## src/rtl/blk_11ee36.sv

```systemverilog
// Signed WIDTH x WIDTH multiplier using Karatsuba with one shared shift-add unit.
// Optional macro K_ZERO_SKIP_EN: a zero operand skips the partial products.
module blk_11ee36 #(
  parameter int WIDTH = 16
) (
  input  logic               Clock,
  input  logic               Reset,
  input  logic               Start,
  input  logic [WIDTH-1:0]   Multiplicand,
  input  logic [WIDTH-1:0]   Multiplier,
  output logic [2*WIDTH-1:0] Product,
  output logic               Done
);

  localparam int HALF = WIDTH / 2;
  localparam int PW   = HALF + 1;
  localparam int AW   = 2 * PW;
  localparam int PRW  = 2 * WIDTH;
  localparam int CW   = $clog2(PW);
  localparam logic [CW-1:0] CNT_LAST = CW'(HALF);

  typedef enum logic [2:0] {
    IDLE,
    LOAD,
    MUL_Z0,
    MUL_Z2,
    MUL_Z1,
    COMBINE
  } state_t;

  state_t            state;
  logic [WIDTH-1:0]  a_reg;
  logic [WIDTH-1:0]  b_reg;
  logic              sign;
  logic [HALF-1:0]   a_hi;
  logic [HALF-1:0]   b_hi;
  logic [PW-1:0]     sa;
  logic [PW-1:0]     sb;
  logic [AW-1:0]     acc;
  logic [AW-1:0]     mcand;
  logic [PW-1:0]     mplier;
  logic [CW-1:0]     cnt;
  logic [AW-1:0]     z0;
  logic [AW-1:0]     z2;
  logic [AW-1:0]     p1;

  logic [WIDTH-1:0]  abs_a;
  logic [WIDTH-1:0]  abs_b;
  logic [AW-1:0]     acc_next;
  logic [AW-1:0]     z1;
  logic [PRW-1:0]    mag;
  logic [PRW-1:0]    result;
  logic              zero_skip;

  // Negating the most negative value wraps to 2^(WIDTH-1), which is the correct unsigned magnitude.
  assign abs_a    = a_reg[WIDTH-1] ? -a_reg : a_reg;
  assign abs_b    = b_reg[WIDTH-1] ? -b_reg : b_reg;
  assign acc_next = acc + (mplier[0] ? mcand : '0);
  assign z1       = p1 - z2 - z0;
  assign mag      = (PRW'(z2) << WIDTH) + (PRW'(z1) << HALF) + PRW'(z0);
  assign result   = sign ? -mag : mag;

`ifdef K_ZERO_SKIP_EN
  assign zero_skip = (a_reg == '0) || (b_reg == '0);
`else
  assign zero_skip = 1'b0;
`endif

  // Sequencer plus shift-add datapath: one multiplier bit consumed per cycle.
  always_ff @(posedge Clock) begin
    if (!Reset) begin
      state   <= IDLE;
      a_reg   <= '0;
      b_reg   <= '0;
      sign    <= 1'b0;
      a_hi    <= '0;
      b_hi    <= '0;
      sa      <= '0;
      sb      <= '0;
      acc     <= '0;
      mcand   <= '0;
      mplier  <= '0;
      cnt     <= '0;
      z0      <= '0;
      z2      <= '0;
      p1      <= '0;
      Product <= '0;
      Done    <= 1'b0;
    end else begin
      Done <= 1'b0;
      case (state)
        IDLE: begin
          if (Start) begin
            a_reg <= Multiplicand;
            b_reg <= Multiplier;
            state <= LOAD;
          end
        end
        LOAD: begin
          sign   <= a_reg[WIDTH-1] ^ b_reg[WIDTH-1];
          a_hi   <= abs_a[WIDTH-1:HALF];
          b_hi   <= abs_b[WIDTH-1:HALF];
          sa     <= PW'(abs_a[WIDTH-1:HALF]) + PW'(abs_a[HALF-1:0]);
          sb     <= PW'(abs_b[WIDTH-1:HALF]) + PW'(abs_b[HALF-1:0]);
          mcand  <= AW'(abs_a[HALF-1:0]);
          mplier <= PW'(abs_b[HALF-1:0]);
          acc    <= '0;
          cnt    <= '0;
          z0     <= '0;
          z2     <= '0;
          p1     <= '0;
          state  <= zero_skip ? COMBINE : MUL_Z0;
        end
        MUL_Z0, MUL_Z2, MUL_Z1: begin
          if (cnt == CNT_LAST) begin
            acc <= '0;
            cnt <= '0;
            case (state)
              MUL_Z0: begin
                z0     <= acc_next;
                mcand  <= AW'(a_hi);
                mplier <= PW'(b_hi);
                state  <= MUL_Z2;
              end
              MUL_Z2: begin
                z2     <= acc_next;
                mcand  <= AW'(sa);
                mplier <= sb;
                state  <= MUL_Z1;
              end
              default: begin
                p1    <= acc_next;
                state <= COMBINE;
              end
            endcase
          end else begin
            acc    <= acc_next;
            mcand  <= mcand << 1;
            mplier <= mplier >> 1;
            cnt    <= cnt + CW'(1);
          end
        end
        COMBINE: begin
          Product <= result;
          Done    <= 1'b1;
          state   <= IDLE;
        end
        default: state <= IDLE;
      endcase
    end
  end

endmodule

```

## config.mk

```make
export PLATFORM = sky130hd
export DESIGN_NAME = blk_11ee36
export DESIGN_NICKNAME = d
export VERILOG_FILES = /design/src/rtl/blk_11ee36.sv
export SDC_FILE = /design/constraint.sdc
export NUM_CORES = 1
export LEC_CHECK = 0
export BUFFER_PORTS_ARGS = -buffer_cell sky130_fd_sc_hd__buf_4
export CELL_PAD_IN_SITES_DETAIL_PLACEMENT = 0
export CELL_PAD_IN_SITES_GLOBAL_PLACEMENT = 2
export CORE_ASPECT_RATIO = 0.6
export CORE_UTILIZATION = 34
export CTS_CLUSTER_DIAMETER = 60
export DETAILED_ROUTE_END_ITERATION = 10
export GPL_TIMING_DRIVEN = 0
export PLACE_DENSITY_LB_ADDON = 0.1
export SLEW_MARGIN = 20
export SYNTH_ARGS = -nofsm -noshare
export SYNTH_HDL_FRONTEND = slang
export SYNTH_SLANG_ARGS = --single-unit
```

## constraint.sdc

```tcl
create_clock -name Clock -period 5.8 [get_ports Clock]
set_input_delay 0.87 -clock Clock [delete_from_list [all_inputs] [get_ports Clock]]
set_output_delay 0.87 -clock Clock [all_outputs]
set_load 0.005 [all_outputs]
```

==> metrics.yaml, run 1 <==
switchingPower_w: 0.00133
track_usage_pct: 24.1
post_drt_wl_per_cell_um: 20.5
fp.dieW_um: 257
relSlewSlack_pct: 29.2
drt_wl_total_um: 48100
power.density_nw_per_um2: 256
start_util_pct: 34.8
crit_type: "register to register"
ir_drop_mv: 0.188
pwr-share-seq_pct: 37.9
maxClockFrequency_mhz: 173
final_net_count: 1962
boundaryPins: 68
worstMarginPinSlew_ns: 1.05
seq_area_frac_synth_pct: 31.1
cts_max_level: 1
ant_nets: 0
r2r-end: "Product[31]"
firstDrtPassIters: 5
r2r_setup_slack_ns: 0.03
drt_iter0_drc: 995
min-delay-start: "Product[0]"
clockPowerShare_pct: 40.2
grt_antenna_before_repair: 1
post-dp-hpwl_um: 38600
synthSimpleGateAreaFrac_pct: 23.3
numCtsBuffers: 26
grt_pass1_wl_um: 73400
path_max_fanout: 5
grt_max_degree: 13
p_int_w: 0.00271
syn_nets: 1856
ys_ff_latch: 206
rr_startpoint: "z0[2]"
via_count: 12800
grt_overflow: 0
largest_reg_flops: 32
cts_root_buf: "clkbuf_16"
via_per_inst: 5.45
hold_depth: 2
synth_mux_area_share_pct: 0.462
cts_hold_buf: 0
fin_skew_ns: 0.0177
hold_class: "register to register"
grt_setup_unrepaired: "true"
drc: 0
clock-sinks: 206
syn_area_sq_um: 13300
synth_top_family_by_area: "simple AND/OR/NAND/NOR gates"
synthFlopType: "dfxtp_1"
leakagePower_nw: 6.13
die-height_um: 155
period_needed_ns: 5.77
syn_to_final_growth_pct: 19.0
final_cell_mix: "nand2_1 (273), dfxtp_1 (197), nor2_1 (161)"
largest-register: "Product"
fin_cells: 2347
arrival_ns: 6.21
max_cap_viol_count: 0
gp_congestion: 0.873
end_kind: "register"
dieArea_sq_um: 39800
syn_area_per_cell_sq_um: 7.76
placed_area_sq_um: 14400
clk_path_buf_depth: 3
period_share_pct: 99.4
layout_commonest_cell: "nand2_1"
finalHoldViolCount: 0
final_cell_area_sq_um: 15800
numPortBuffers: 66
holdPathEnd: "Product[0]"
nFillCells: 3931
outcome: "complete, no violations"
drive_above_1_share_pct: 12.0
grt_pass1_vias: 11700
reg2reg_depth: 21
coreArea_sq_um: 38100
finalSetupViolCount: 0
synth_compound_area_share_pct: 21.7
synth_edf_count: 0
yosys.area_share.xor_xnor_pct: 6.67
cts_tree: "yes"
drv_slew: 0
rows: 55
ys_types: 76
p_sw_share_pct: 32.9
regArea_sq_um: 4140
yosys_warnings: 0
pwr-share-comb_pct: 21.8
multi_input_area_sq_um: 8890
synthCells: 1709
async_flop_share_pct: 0
synth_fa_ha_area_share_pct: 11.9
fin_util_pct: 41.5
crit_required_ns: 6.24
clkTransAtPathRegs_ns: 0.06
critPathLaunchType: "register"
insertion_delay_ns: 0.55
dpl.cell_count: 2288
p_total_w: 0.00403
## Yosys cell counts (6+ instances only)
cell         n  share of area, %
o211ai_1    11              0.62
nand2_1    274               7.8
nor3_1      47               1.8
o21a_1       9              0.51
or3_1       21              0.99
nor2b_1      9              0.42
nor4_1       8              0.38
o21bai_1    13              0.74
xnor2_1     69               4.6
a22oi_1     18               1.0
a311oi_1    19               1.3
fa_1        23               3.5
a211oi_1    42               2.4
inv_1       67               1.9
xor2_1      32               2.1
dfxtp_1    206                31
o2111ai_1    6              0.40
clkbuf_1    93               2.6
nor2_1     163               4.6
nand3_1     72               2.7
o21ai_0     58               2.2
o311ai_0     7              0.46
a21o_1      22               1.2
and3_1      16              0.75
and2_1      30               1.4
a21oi_1    155               5.9
or2_2        6              0.28
ha_1        89               8.4
or4_1        6              0.34
o31ai_1     18               1.0
## area by class of cell
cell class | instances | share of cell area [%]
diodes | 1 | 0.0159
plain buffers | 98 | 2.43
clock buffers | 38 | 4.99
clock inverters | 8 | 0.357
inverters | 70 | 1.68
multi-input cells | 1332 | 56.3
flip-flops and latches | 206 | 26.2
well taps | 513 | 4.07
repair buffers | 81 | 3.88
## metrics by stage
step / hold WS (ns) / setup slack, ns / TNS [ns]
after detailed placement: 0.448 / -0.818 / -6.57
final: 0.454 / 0.0348 / 0
after floorplan: 0.432 / 0.0268 / 0
after global routing: 0.475 / -0.122 / -0.323
after CTS: 0.456 / -0.0361 / -0.0361
after global placement: 0.445 / -1.08 / -8.49
## routing by layer
layer	GRT usage, %	vias up	wire length [um]
li1	-	6238	-
met1	42.6	6136	28300
met2	27.7	377	15500
met3	4.69	32	3710
met4	3.06	0	479
met5	0	-	0
## power groups by stage
stage	sequential (W)	clock [W]	combinational [W]
floorplan	0.00154	0	0.000525
global placement	0.00156	0	0.000798
detailed placement	0.00156	0	0.000805
CTS	0.00153	0.00165	0.000833
global route	0.00154	0.00172	0.000959
finish	0.00153	0.00162	0.000880
## logic make-up (layout without fill, tap and decap cells)
kind of cell | count (synthesis) | in the layout
AO/OA/AOI/OAI | 433 | 433
XOR/XNOR | 101 | 101
adder cells (fa/ha/maj) | 112 | 112
buffers and inverters | 171 | 295
flip-flops | 206 | 206
multiplexers | 6 | 6
other | 0 | 1
AND/OR/NAND/NOR | 680 | 680
## worst max-delay path, stage by stage (launching register included)
cell and delay [ns]:
dfxtp_4 0.37, inv_4 0.04, fa_1 0.55, ha_4 0.23
a21o_1 0.16, a21o_1 0.19, a21oi_4 0.21, o21ai_4 0.11
a21oi_2 0.19, xor2_2 0.21, fa_1 0.45, inv_1 0.11
ha_4 0.23, a21o_1 0.18, or3_4 0.35, o21a_4 0.23
a311oi_4 0.36, xnor2_2 0.12, a311o_1 0.43, nand4bb_4 0.25
or4_4 0.49, a21o_1 0.19
## repair_timing
| item | in CTS | in global routing |
|---|---|---|
| resized for setup | 36 | 65 |
| cloned | 0 | 0 |
| setup endpoints to repair | 12 | 10 |
| setup buffers | 4 | 11 |
| pin swaps | 11 | 29 |
## worst max path at each step
stage	start	endpoint	slack, ns	cells past startpoint
2_1_floorplan	z2[0]	Product[31]	0.03	23
3_3_place_gp	z0[0]	Product[31]	-1.08	20
3_5_place_dp	z0[2]	Product[31]	-0.82	20
4_1_cts	z2[2]	Product[31]	-0.04	21
5_1_grt	z0[2]	Product[31]	-0.12	21
6_report	z0[2]	Product[31]	0.03	21
Note: power is estimated with default switching activity, not from simulation.
==> run 2, diff against run 1 <==
- HOLD_SLACK_MARGIN: unset -> 0.15
- SETUP_SLACK_MARGIN: unset -> 0.4
==> metrics.yaml, run 2 (same netlist as run 1, synthesis figures left out) <==
outcome: "complete, no violations"
max_cap_viol_count: 0
arrival_ns: 6.08
track_usage_pct: 24.7
worst_path_max_delay_cell: "or4_1"
post-dp-hpwl_um: 38800
crit_chain: "inv_2 > fa_1 > ha_1 > a21o_1 > a21oi_4 > o21ai_4 > a211oi_4 > nor3_2 > or3b_4 > a21oi_4 > xnor2_2 > ha_2 > ha_4 > and3_4 > and2_4 > a32o_2 > or4_4 > a22oi_4 > nand4bb_4 > or4_1 > a21o_1"
ir_drop_mv: 0.188
fp.dieW_um: 257
clk_path_buf_depth: 3
drt_iter0_drc: 1124
rows: 55
die-height_um: 155
insertion_delay_ns: 0.55
end_kind: "register"
post_drt_wl_per_cell_um: 20.9
relSlewSlack_pct: 22.4
drc: 0
largest-register: "Product"
clkTransAtPathRegs_ns: 0.06
drive_above_1_share_pct: 15.9
period_needed_ns: 5.63
cts_max_level: 1
boundaryPins: 68
leakagePower_nw: 6.42
fin_ws_ns: 0.168
grt_max_degree: 13
final_cell_mix: "nand2_1 (271), dfxtp_1 (194), nor2_1 (158)"
cts_root_buf: "clkbuf_16"
grt_overflow: 0
drv_slew: 0
numCtsBuffers: 26
regArea_sq_um: 4150
start_util_pct: 34.8
path_max_fanout: 4
finalSetupViolCount: 0
worstMarginPinSlew_ns: 1.16
syn_to_final_growth_pct: 24.1
via_count: 13000
layout_commonest_cell: "nand2_1"
hold_class: "register to register"
dieArea_sq_um: 39800
crit_type: "register to register"
gp_congestion: 0.877
fin_skew_ns: 0.0112
multi_input_area_sq_um: 9170
final_net_count: 2001
clock-sinks: 206
largest_reg_flops: 32
cts_tree: "yes"
via_per_inst: 5.43
fin_util_pct: 43.2
nFillCells: 3910
coreArea_sq_um: 38100
slowest_delay_ns: 0.49
grt_pass1_wl_um: 75000
drt_wl_total_um: 49800
numPortBuffers: 66
period_share_pct: 97.1
crit_required_ns: 6.25
firstDrtPassIters: 5
ant_nets: 0
grt_pass1_vias: 11900
antenna_cells: 0
finalHoldViolCount: 0
power.density_nw_per_um2: 254
grt_setup_unrepaired: "true"
critPathLaunchType: "register"
dp_slack_ns: -0.720
grt_antenna_before_repair: 1
maxClockFrequency_mhz: 178
run 2: cell count changes in the layout (fill, tap and decap cells not counted), moves of 4 or more:
cell,change
buf_4,+27
buf_6,+10
and2_4,+5
clkinv_4,+5
nor3_1,-4
o21ai_0,-4
run 2: report_power, final:
group	switching [W]	total (W)	internal [W]
Sequential	0.0000527	0.00153	0.00148
Combinational	0.000636	0.000995	0.000359
Clock	0.000706	0.00166	0.000953
Total	0.00139	0.00418	0.00279
run 2: through the flow:
step | setup TNS [ns] | total power (W) | cells | area (sq um) | hold slack [ns]
after floorplan | 0 | 0.00207 | 1709 | 13300 | 0.432
after global placement | -7.33 | 0.00236 | 2288 | 14400 | 0.444
after detailed placement | -4.64 | 0.00237 | 2288 | 14500 | 0.447
after CTS | 0 | 0.00410 | 2367 | 15900 | 0.457
after global routing | -0.0451 | 0.00436 | 2387 | 16500 | 0.478
final | 0 | 0.00418 | 2387 | 16500 | 0.455
run 2: layout make-up:
| cell class | instances | area share [%] |
|---|---|---|
| Multi-Input combinational cell | 1332 | 55.7 |
| Tap cell | 513 | 3.90 |
| Clock buffer | 36 | 4.55 |
| Inverter | 70 | 1.61 |
| Clock inverter | 12 | 0.654 |
| Sequential cell | 206 | 25.2 |
| Buffer | 101 | 2.63 |
| Timing Repair Buffer | 117 | 5.72 |
run 2: critical path: cells and delay by family, from the launching register on:
family	cells	cell delay, ns
DFF	1	0.39
xor gates and xnor gates	1	0.14
adders and majority gates	4	1.35
AOI/OAI and AO/OA	8	1.69
buffers and inverters	1	0.09
and+or+nand+nor	7	1.85
run 2: worst paths after layout:
path               from     endpoint  slack (ns)  depth (start not counted)
hold / removal    sa[3]        sa[3]        0.46                          2
setup reg to reg  z0[3]  Product[31]        0.17                         21
hold reg to reg   sa[3]        sa[3]        0.46                          2
setup / recovery  z0[3]  Product[31]        0.17                         21
run 2: repair_timing:
item                       in CTS  in global routing
hold buffers                    0                  0
cloned                          0                  1
gates resized for setup        76                 91
setup buffers                  31                 19
setup endpoints to repair      12                 13
pin swaps                      23                 38
run 2: routing by layer:
metal | global-route usage [%] | wire [um] | vias to the layer above
li1 | - | - | 6312
met1 | 43.0 | 28800 | 6239
met2 | 28.7 | 16400 | 371
met3 | 5.38 | 4070 | 41
met4 | 3.46 | 609 | 2
met5 | 0 | 13 | -
